===== src/rtl/mod_updown_counter_if.sv =====
// mod_updown_counter_if: control and status bundle for mod_updown_counter.
interface mod_updown_counter_if #(
  parameter int WIDTH = 4
);
  logic en, up_dn, clr, load;
  logic [WIDTH-1:0] load_val, q;
  logic tc, wrap;
  modport master(output en, up_dn, clr, load, load_val, input q, tc, wrap);
  modport slave(input en, up_dn, clr, load, load_val, output q, tc, wrap);
endinterface


===== src/rtl/mod_updown_counter.sv =====
// mod_updown_counter: modulo-MODULUS up/down counter with clear, clamped load, tc and wrap pulse.
// Define MOD_UPDOWN_COUNTER_SATURATE_EN to saturate at the boundaries instead of wrapping.
module mod_updown_counter #(
  parameter int WIDTH = 4,
  parameter int MODULUS = 16
) (
  input logic clk,
  input logic reset,
  mod_updown_counter_if.slave bus
);
`ifdef MOD_UPDOWN_COUNTER_SATURATE_EN
  localparam bit SAT = 1'b1;
`else
  localparam bit SAT = 1'b0;
`endif
  localparam logic [WIDTH-1:0] TOP = WIDTH'(MODULUS - 1);
  logic [WIDTH-1:0] q, q_nxt, q_up, q_dn, ld_val;
  logic wrap, wrap_nxt, at_top, at_zero;
  assign at_top = q >= TOP;
  assign at_zero = q == '0;
  assign ld_val = bus.load_val >= TOP ? TOP : bus.load_val;
  // out-of-range q behaves as the terminal value: up restarts, down resumes from TOP
  assign q_up = at_top ? (SAT ? TOP : '0) : q + 1'b1;
  assign q_dn = at_zero ? (SAT ? '0 : TOP) : (at_top && q != TOP) ? TOP : q - 1'b1;
  always_comb begin
    q_nxt = q;
    wrap_nxt = 1'b0;
    if (bus.clr) q_nxt = '0;
    else if (bus.load) q_nxt = ld_val;
    else if (bus.en) begin
      q_nxt = bus.up_dn ? q_up : q_dn;
      wrap_nxt = !SAT && (bus.up_dn ? at_top : at_zero);
    end
  end
  always_ff @(posedge clk or posedge reset)
    if (reset) begin
      q <= '0;
      wrap <= 1'b0;
    end else begin
      q <= q_nxt;
      wrap <= wrap_nxt;
    end
  assign bus.q = q;
  assign bus.wrap = wrap;
  assign bus.tc = bus.en & (bus.up_dn ? q == TOP : at_zero);
endmodule


===== src/flat_wrapper.sv =====
// flat-port wrapper written by rule: the top's interface ports become plain ports
module mod_updown_counter_flat 
#(
  parameter int WIDTH = 4,
  parameter int MODULUS = 16
)
  (clk, reset, bus_en, bus_up_dn, bus_clr, bus_load, bus_load_val, bus_q, bus_tc, bus_wrap);
  mod_updown_counter_if #(.WIDTH(WIDTH)) bus_i ();
  input logic clk;
  input logic reset;
  input wire logic [$bits(bus_i.en)-1:0] bus_en;
  input wire logic [$bits(bus_i.up_dn)-1:0] bus_up_dn;
  input wire logic [$bits(bus_i.clr)-1:0] bus_clr;
  input wire logic [$bits(bus_i.load)-1:0] bus_load;
  input wire logic [$bits(bus_i.load_val)-1:0] bus_load_val;
  output wire logic [$bits(bus_i.q)-1:0] bus_q;
  output wire logic [$bits(bus_i.tc)-1:0] bus_tc;
  output wire logic [$bits(bus_i.wrap)-1:0] bus_wrap;
  assign bus_i.en = bus_en;
  assign bus_i.up_dn = bus_up_dn;
  assign bus_i.clr = bus_clr;
  assign bus_i.load = bus_load;
  assign bus_i.load_val = bus_load_val;
  assign bus_q = bus_i.q;
  assign bus_tc = bus_i.tc;
  assign bus_wrap = bus_i.wrap;
  mod_updown_counter #(.WIDTH(WIDTH), .MODULUS(MODULUS)) u_core (.clk(clk), .reset(reset), .bus(bus_i));
endmodule

===== config.mk =====
export PLATFORM = sky130hd
export DESIGN_NAME = mod_updown_counter_flat
export DESIGN_NICKNAME = d
export VERILOG_FILES = /design/src/rtl/mod_updown_counter_if.sv /design/src/rtl/mod_updown_counter.sv /design/src/flat_wrapper.sv
export SDC_FILE = /design/constraint.sdc
export NUM_CORES = 1
export LEC_CHECK = 0
export BUFFER_PORTS_ARGS = -buffer_cell sky130_fd_sc_hd__buf_2
export CAP_MARGIN = 5
export CORE_AREA = 10 10 47 49
export DETAILED_ROUTE_END_ITERATION = 8
export DIE_AREA = 0 0 57 59
export SYNTH_ARGS = -nofsm -noshare
export SYNTH_HDL_FRONTEND = slang
export SYNTH_SLANG_ARGS = --single-unit

===== constraint.sdc =====
create_clock -name clk -period 2.1 [get_ports clk]
set_clock_uncertainty 0.05 [all_clocks]
set_input_delay 0.105 -clock clk [delete_from_list [all_inputs] [get_ports clk]]
set_output_delay 0.105 -clock clk [all_outputs]
set_load 0.1 [all_outputs]

==> flow_summary_export.csv, run 1 <==
group,metric,value,unit
logic_synthesis,syn-cell-area,403,um^2
floorplan,num_rows,14,
layout,layout_commonest_cell,"buf_2",
worst_hold_path,min-delay-path-class,"input pin to flip-flop",
floorplan,pin_count,16,
floorplan,placeableCoreArea,1400,um^2
detailed_routing,post_drt_wl_per_cell,14.8,um
logic_synthesis,avgSynthCellArea,8.76,um^2
layout,diodes,0,
grt,grt_start_max_net_pins,10,
clock_network,clock-sinks,5,
sta,fin_crit_sh,0.941,
setup_path,critPathBufInv,2,
sta,tightest_slew,493,ps
sta,finalHoldViolCount,0,
logic_synthesis,synth.distinct_cells,29,
sta,maxSlewHeadroom,0.673,
grt,antenna_found_initial,0,
clock_network,cts_tree,"done",
placed_design,dp_hpwl,964,um
clock_network,cts_max_path_buffers,2,
clock_network,numCtsBuffers,3,
sta,worst_slack,123,ps
logic_synthesis,synth_area_leaders,"dfrtp_1 (31%), a21oi_1 (6.2%), ha_1 (6.2%)",
setup_path,r2r-end,"u_core.bus.q[0]$_DFFE_PP0P_",
layout,final_cell_mix,"buf_2 (14), inv_1 (6), a21oi_1 (5)",
status,outcome,"finished clean",
setup_path,required,1950,ps
grt,grt_usage,0.0740,
layout,nets,78,
setup_path,cp_top_family,"simple AND/OR/NAND/NOR gates",
layout,drive_above_1_share,0.431,
setup_path,critPathLaunch,"u_core.bus.q[1]$_DFFE_PP0P_",
setup_path,critPathKind,"flip-flop to output port",
logic_synthesis,yosys.area.top_type,"dfrtp_1",
setup_path,rr_worst_depth,6,
setup_path,worst-path-stages,6,
clock_network,cts.reportedPaths.clkPinSlew,60,ps
clock_network,root_buffer,"clkbuf_4",
logic_synthesis,yosysWarningCount,0,
setup_path,critPathSlowestCell,"dfrtp_2",
setup_path,critPathMaxFanout,6,
setup_path,crit_path_max_incr_delay,440,ps
placed_design,gp_congestion,0.771,
setup_path,end_kind,"output port",
flow_run,cap_viol_max_count,0,
detailed_routing,antenna_left,0,
setup_path,critPathCapture,"bus_tc",
grt,grt_overflow,0,
floorplan,dieWidth,57,um
power,vdd_drop_max,0.229,mV
grt,first_global_vias,437,
sta,fin_crit,1980,ps
logic_synthesis,async_flop_share,1.00,
setup_path,r2r_slack,250,ps
placed_design,place_area,517,um^2
grt,grt_first_pass_wirelength,1910,um
detailed_routing,vias_per_cell,5.27,
detailed_routing,drt_iter0_drc,18,
clock_network,clk_latency,250,ps
setup_path,crit_chain,"inv_1 -> ha_1 -> or3b_1 -> o21ai_1 -> and2_4 -> buf_12",
power,total_leakage_power,0.263,nW
floorplan,dieArea,3360,um^2
logic_synthesis,synth_edf_count,0,
logic_synthesis,syn_nets,58,
floorplan,initial_core_util,0.287,
placed_design,pre_cts_slack,257,ps
sta,finalSetupViolCount,0,
setup_path,crit_path_start_kind,"flip-flop",
layout,fillers,151,
power,pwr_density_cell,681,nW/um^2
floorplan,die_y,59,um
sta,drv_slew,0,
logic_synthesis,synth_seq_cells,5,
setup_path,crit_arrival,1820,ps
sta,fmax,0.506,GHz
clock_network,h-tree-depth,1,
setup_path,rr_startpoint,"u_core.bus.q[1]$_DFFE_PP0P_",
clock_network,post-cts-setup-buffer-count,0,
placed_design,portBuffers,15,
detailed_routing,vias,427,
worst_hold_path,hold_start,"bus_load_val[1]",
layout,final_area,554,um^2
detailed_routing,drc,0,
logic_synthesis,synth.top_cell.area_share,0.311,
logic_synthesis,yosysSeqAreaShare,0.311,
logic_synthesis,synth_cells,46,
layout,syn_to_final_growth,37.6,%
detailed_routing,routed_wl,1200,um
detailed_routing,drt_pass1_iterations,4,
sta,rsz0062_at_grt,"false",
logic_synthesis,synthFlopType,"dfrtp_1",
sta,tns,0,ps
[layout make-up]
type,instances,area (um^2),share of cell area
Clock inverter,1,5.00,0.00903
Tap cell,16,20.0,0.0361
Multi-Input combinational cell,33,250,0.451
Inverter,7,26.3,0.0474
Clock buffer,3,22.5,0.0406
Sequential cell,5,130,0.235
Timing Repair Buffer,16,100,0.181
[tightest hold or removal path: cells and delay by family]
| family | cells | cell delay [ps] |
|---|---|---|
| AND/OR/NAND/NOR | 1 | 50 |
| buffers and inverters | 1 | 90 |
| AO/OA/AOI/OAI | 1 | 50 |
[sequential cells by signal (all words and copies together), names as in the netlist]
signal and cells:
u_core.bus.wrap 1, u_core.bus.q 4
[worst min-delay path by stage]
stage,endpoint,cells after the start
6_report,u_core.bus.q[1]$_DFFE_PP0P_,3
3_5_place_dp,u_core.bus.wrap$_DFF_PP0_,2
2_1_floorplan,u_core.bus.wrap$_DFF_PP0_,1
5_1_grt,u_core.bus.q[1]$_DFFE_PP0P_,3
3_3_place_gp,u_core.bus.wrap$_DFF_PP0_,2
4_1_cts,u_core.bus.q[1]$_DFFE_PP0P_,3
[timing repair]
action	CTS	global route
hold endpoints to repair	5	0
hold buffers	1	0
gates resized for setup	0	0
[cell usage after synthesis, types with 2 or more instances]
cell,number
a21oi_1,5
inv_1,6
nor2_1,2
nand2_1,3
dfrtp_1,5
ha_1,2
[kinds of logic (layout without fill, tap and decap cells)]
| family | after synthesis | count (layout) | synth area share |
|---|---|---|---|
| AO/OA/AOI/OAI | 15 | 15 | 0.286 |
| AND/OR/NAND/NOR | 12 | 12 | 0.171 |
| buffers and inverters | 8 | 27 | 0.0745 |
| flip-flops | 5 | 5 | 0.311 |
| adder cells (fa/ha/maj) | 2 | 2 | 0.0621 |
| XOR/XNOR | 2 | 2 | 0.0435 |
| multiplexers | 2 | 2 | 0.0528 |
[metrics by stage]
step	cells	util	hold slack [ps]	total power, mW
after CTS	81	0.396	28.6	0.379
after global placement	76	0.369	-42.0	0.258
after global routing	81	0.396	38.7	0.397
after detailed placement	76	0.369	-25.1	0.259
final	81	0.396	27.9	0.377
after floorplan	46	-	-167	0.222
[metal layers]
metal / up-vias / track usage / part of all wire
li1: 206 / - / -
met2: 16 / 0.133 / 0.55
met4: 0 / 0.0705 / 0.032
met5: - / 0 / 0
met3: 4 / 0.0215 / 0.044
met1: 201 / 0.0644 / 0.37
[report_power, final]
group	leakage [nW]	internal (mW)	switching [mW]	total, mW
sequential	0.0601	0.104	0.0123	0.117
combinational	0.186	0.0436	0.0993	0.143
clock	0.0177	0.0695	0.0485	0.118
total	0.263	0.217	0.160	0.377
Power figures use the tool's default switching activity.
==> run 2: changes to the inputs <==
- clock period: 2.1 -> 1.6 ns (I/O delays scaled with it)
==> run 2 against run 1 <==
  * The flow now finishes with violations (setup timing)
  * Sequential power is 27% higher
  * Power is 42% higher
  * Combinational power is 68% higher
  * Via count is 1.9% higher
  * Critical path depth stayed put
  * Core utilization is 7.8 points higher
  * Register-to-register slack worse by 390 ps
  * Die area stayed put
  * Global-route usage hardly changed
  * Clock power is 24% higher
  * Routed wire length is 0.25% lower
  * Critical path type unchanged
  * Largest power group unchanged
==> flow_summary_export.csv, run 2 (synthesis results as in run 1) <==
group,metric,value,unit
layout,final_cell_mix,"buf_2 (14), buf_4 (9), a21oi_1 (5)",
layout,final_area,663,um^2
sta,worst_slack,-268,ps
layout,drive_above_1_share,0.581,
detailed_routing,post_drt_wl_per_cell,13.3,um
power,p_total,535,uW
detailed_routing,drc,0,
worst_hold_path,min-delay-path-class,"input pin to flip-flop",
sta,drv_slew,0,
grt,antenna_found_initial,0,
setup_path,rr_startpoint,"u_core.bus.q[1]$_DFFE_PP0P_",
setup_path,critPathKind,"flip-flop to output port",
floorplan,initial_core_util,0.287,
placed_design,gp_congestion,0.714,
detailed_routing,routed_wl,1200,um
worst_hold_path,hold_start,"bus_load_val[1]",
grt,use_met3,0.0258,
setup_path,rr_worst_depth,6,
floorplan,pin_count,16,
clock_network,h-tree-depth,1,
layout,largest_register_ffs,4,
floorplan,dieWidth,57,um
clock_network,clk_latency,240,ps
clock_network,cts.reportedPaths.clkPinSlew,40,ps
placed_design,dp_hpwl,993,um
clock_network,numCtsBuffers,3,
power,vdd_drop_max,0.430,mV
grt,grt_overflow,0,
setup_path,crit_arrival,1740,ps
detailed_routing,drt_iter0_drc,10,
clock_network,cts_tree,"done",
grt,busiest_layer,"met2",
clock_network,root_buffer,"clkbuf_4",
power,total_leakage_power,0.306,nW
worst_hold_path,min_to,"u_core.bus.q[1]$_DFFE_PP0P_",
floorplan,placeableCoreArea,1400,um^2
clock_network,clock-sinks,5,
sta,fin_crit_sh,1.17,
layout,post-route-util,0.473,
worst_hold_path,min_path_cells,3,
setup_path,critPathMaxFanout,2,
layout,nets,87,
sta,fmax,0.535,GHz
clock_network,cts_max_path_buffers,2,
floorplan,dieArea,3360,um^2
setup_path,r2r-end,"u_core.bus.q[0]$_DFFE_PP0P_",
setup_path,end_kind,"output port",
detailed_routing,drt_pass1_iterations,4,
layout,diodes,0,
status,outcome,"complete, but fails checks",
sta,fin_crit,1870,ps
flow_run,cap_viol_max_count,0,
sta,maxSlewHeadroom,0.674,
power,pwr_density_cell,807,nW/um^2
setup_path,required,1470,ps
placed_design,portBuffers,15,
layout,regMostFlops,"u_core.bus.q",
layout,syn_to_final_growth,64.6,%
setup_path,crit_path_start_kind,"flip-flop",
grt,grt_util_met2,0.132,
floorplan,die_y,59,um
grt,first_global_vias,453,
setup_path,r2r_slack,-140,ps
placed_design,place_area,609,um^2
sta,finalSetupViolCount,4,
grt,grt_first_pass_wirelength,1940,um
detailed_routing,antenna_left,0,
floorplan,num_rows,14,
sta,tns,-469,ps
layout,biggestRegsByFlops,"u_core.bus.q x4, u_core.bus.wrap x1",
layout,layout_commonest_cell,"buf_2",
detailed_routing,vias,435,
sta,tightest_slew,492,ps
grt,grt_start_max_net_pins,9,
grt,met1_usage,0.0678,
sta,finalHoldViolCount,0,
sta,hold_slack,25.7,ps
sta,rsz0062_at_grt,"true",
status,violations,"setup timing",
detailed_routing,vias_per_cell,4.83,
grt,grt_usage,0.0739,
## run 2: cell types whose count changed in the layout (fill, tap and decap cells not counted), moves of 2 or more
cell	before	now
inv_4	0	3
ha_1	2	0
buf_4	0	9
dfrtp_2	4	1
dfrtp_4	0	3
inv_1	6	4
## run 2: area by class of cell
type	count	area, um^2
multi-input combinational	33	278
fill	146	738
sequential	5	138
inverter	7	33.8
clock buffer	4	26.3
tap	16	20.0
timing repair buffer	25	168
## run 2: timing repair
action                                  in CTS  in global routing
gates resized for setup                      1                  2
setup buffers                                2                  1
pin swaps                                    7                  1
endpoints found under the hold margin        5                  0
hold buffers                                 1                  0
endpoints found under the setup margin       5                  5
## run 2: stage by stage
step / worst slack, ps / instances
2_1_floorplan: -409 / 46
3_3_place_gp: -96.7 / 84
3_5_place_dp: -127 / 84
4_1_cts: -275 / 89
5_1_grt: -342 / 90
6_report: -268 / 90
## run 2: report_power, final
group	leakage (nW)	internal (mW)	switching (mW)	total [mW]
logic	0.231	0.0907	0.149	0.240
registers	0.0597	0.140	0.00876	0.149
clock network	0.0150	0.0943	0.0521	0.146
## run 2: worst max path at each step
stage / startpoint / to / slack [ps] / depth (start not counted)
detailed placement: u_core.bus.q[1]$_DFFE_PP0P_ / u_core.bus.q[0]$_DFFE_PP0P_ / -130 / 6
finish: u_core.bus.q[1]$_DFFE_PP0P_ / bus_tc / -270 / 6
floorplan: u_core.bus.q[1]$_DFFE_PP0P_ / u_core.bus.wrap$_DFF_PP0_ / -410 / 6
global placement: u_core.bus.q[0]$_DFFE_PP0P_ / u_core.bus.q[0]$_DFFE_PP0P_ / -100 / 6
CTS: u_core.bus.q[1]$_DFFE_PP0P_ / bus_tc / -280 / 6
global route: u_core.bus.q[1]$_DFFE_PP0P_ / bus_tc / -340 / 6
## run 2: per-layer routing
layer / share of wire / wire length, um
met1: 0.40 / 481
met2: 0.58 / 694
met3: 0.019 / 23
met4: 0 / 0
met5: 0 / 0
## run 2: worst max-delay path, cell delays in order (launching register included)
cell	delay, ps
dfrtp_4	480
inv_4	70
ha_4	120
or3b_4	370
o21ai_1	120
and2_4	160
buf_12	160
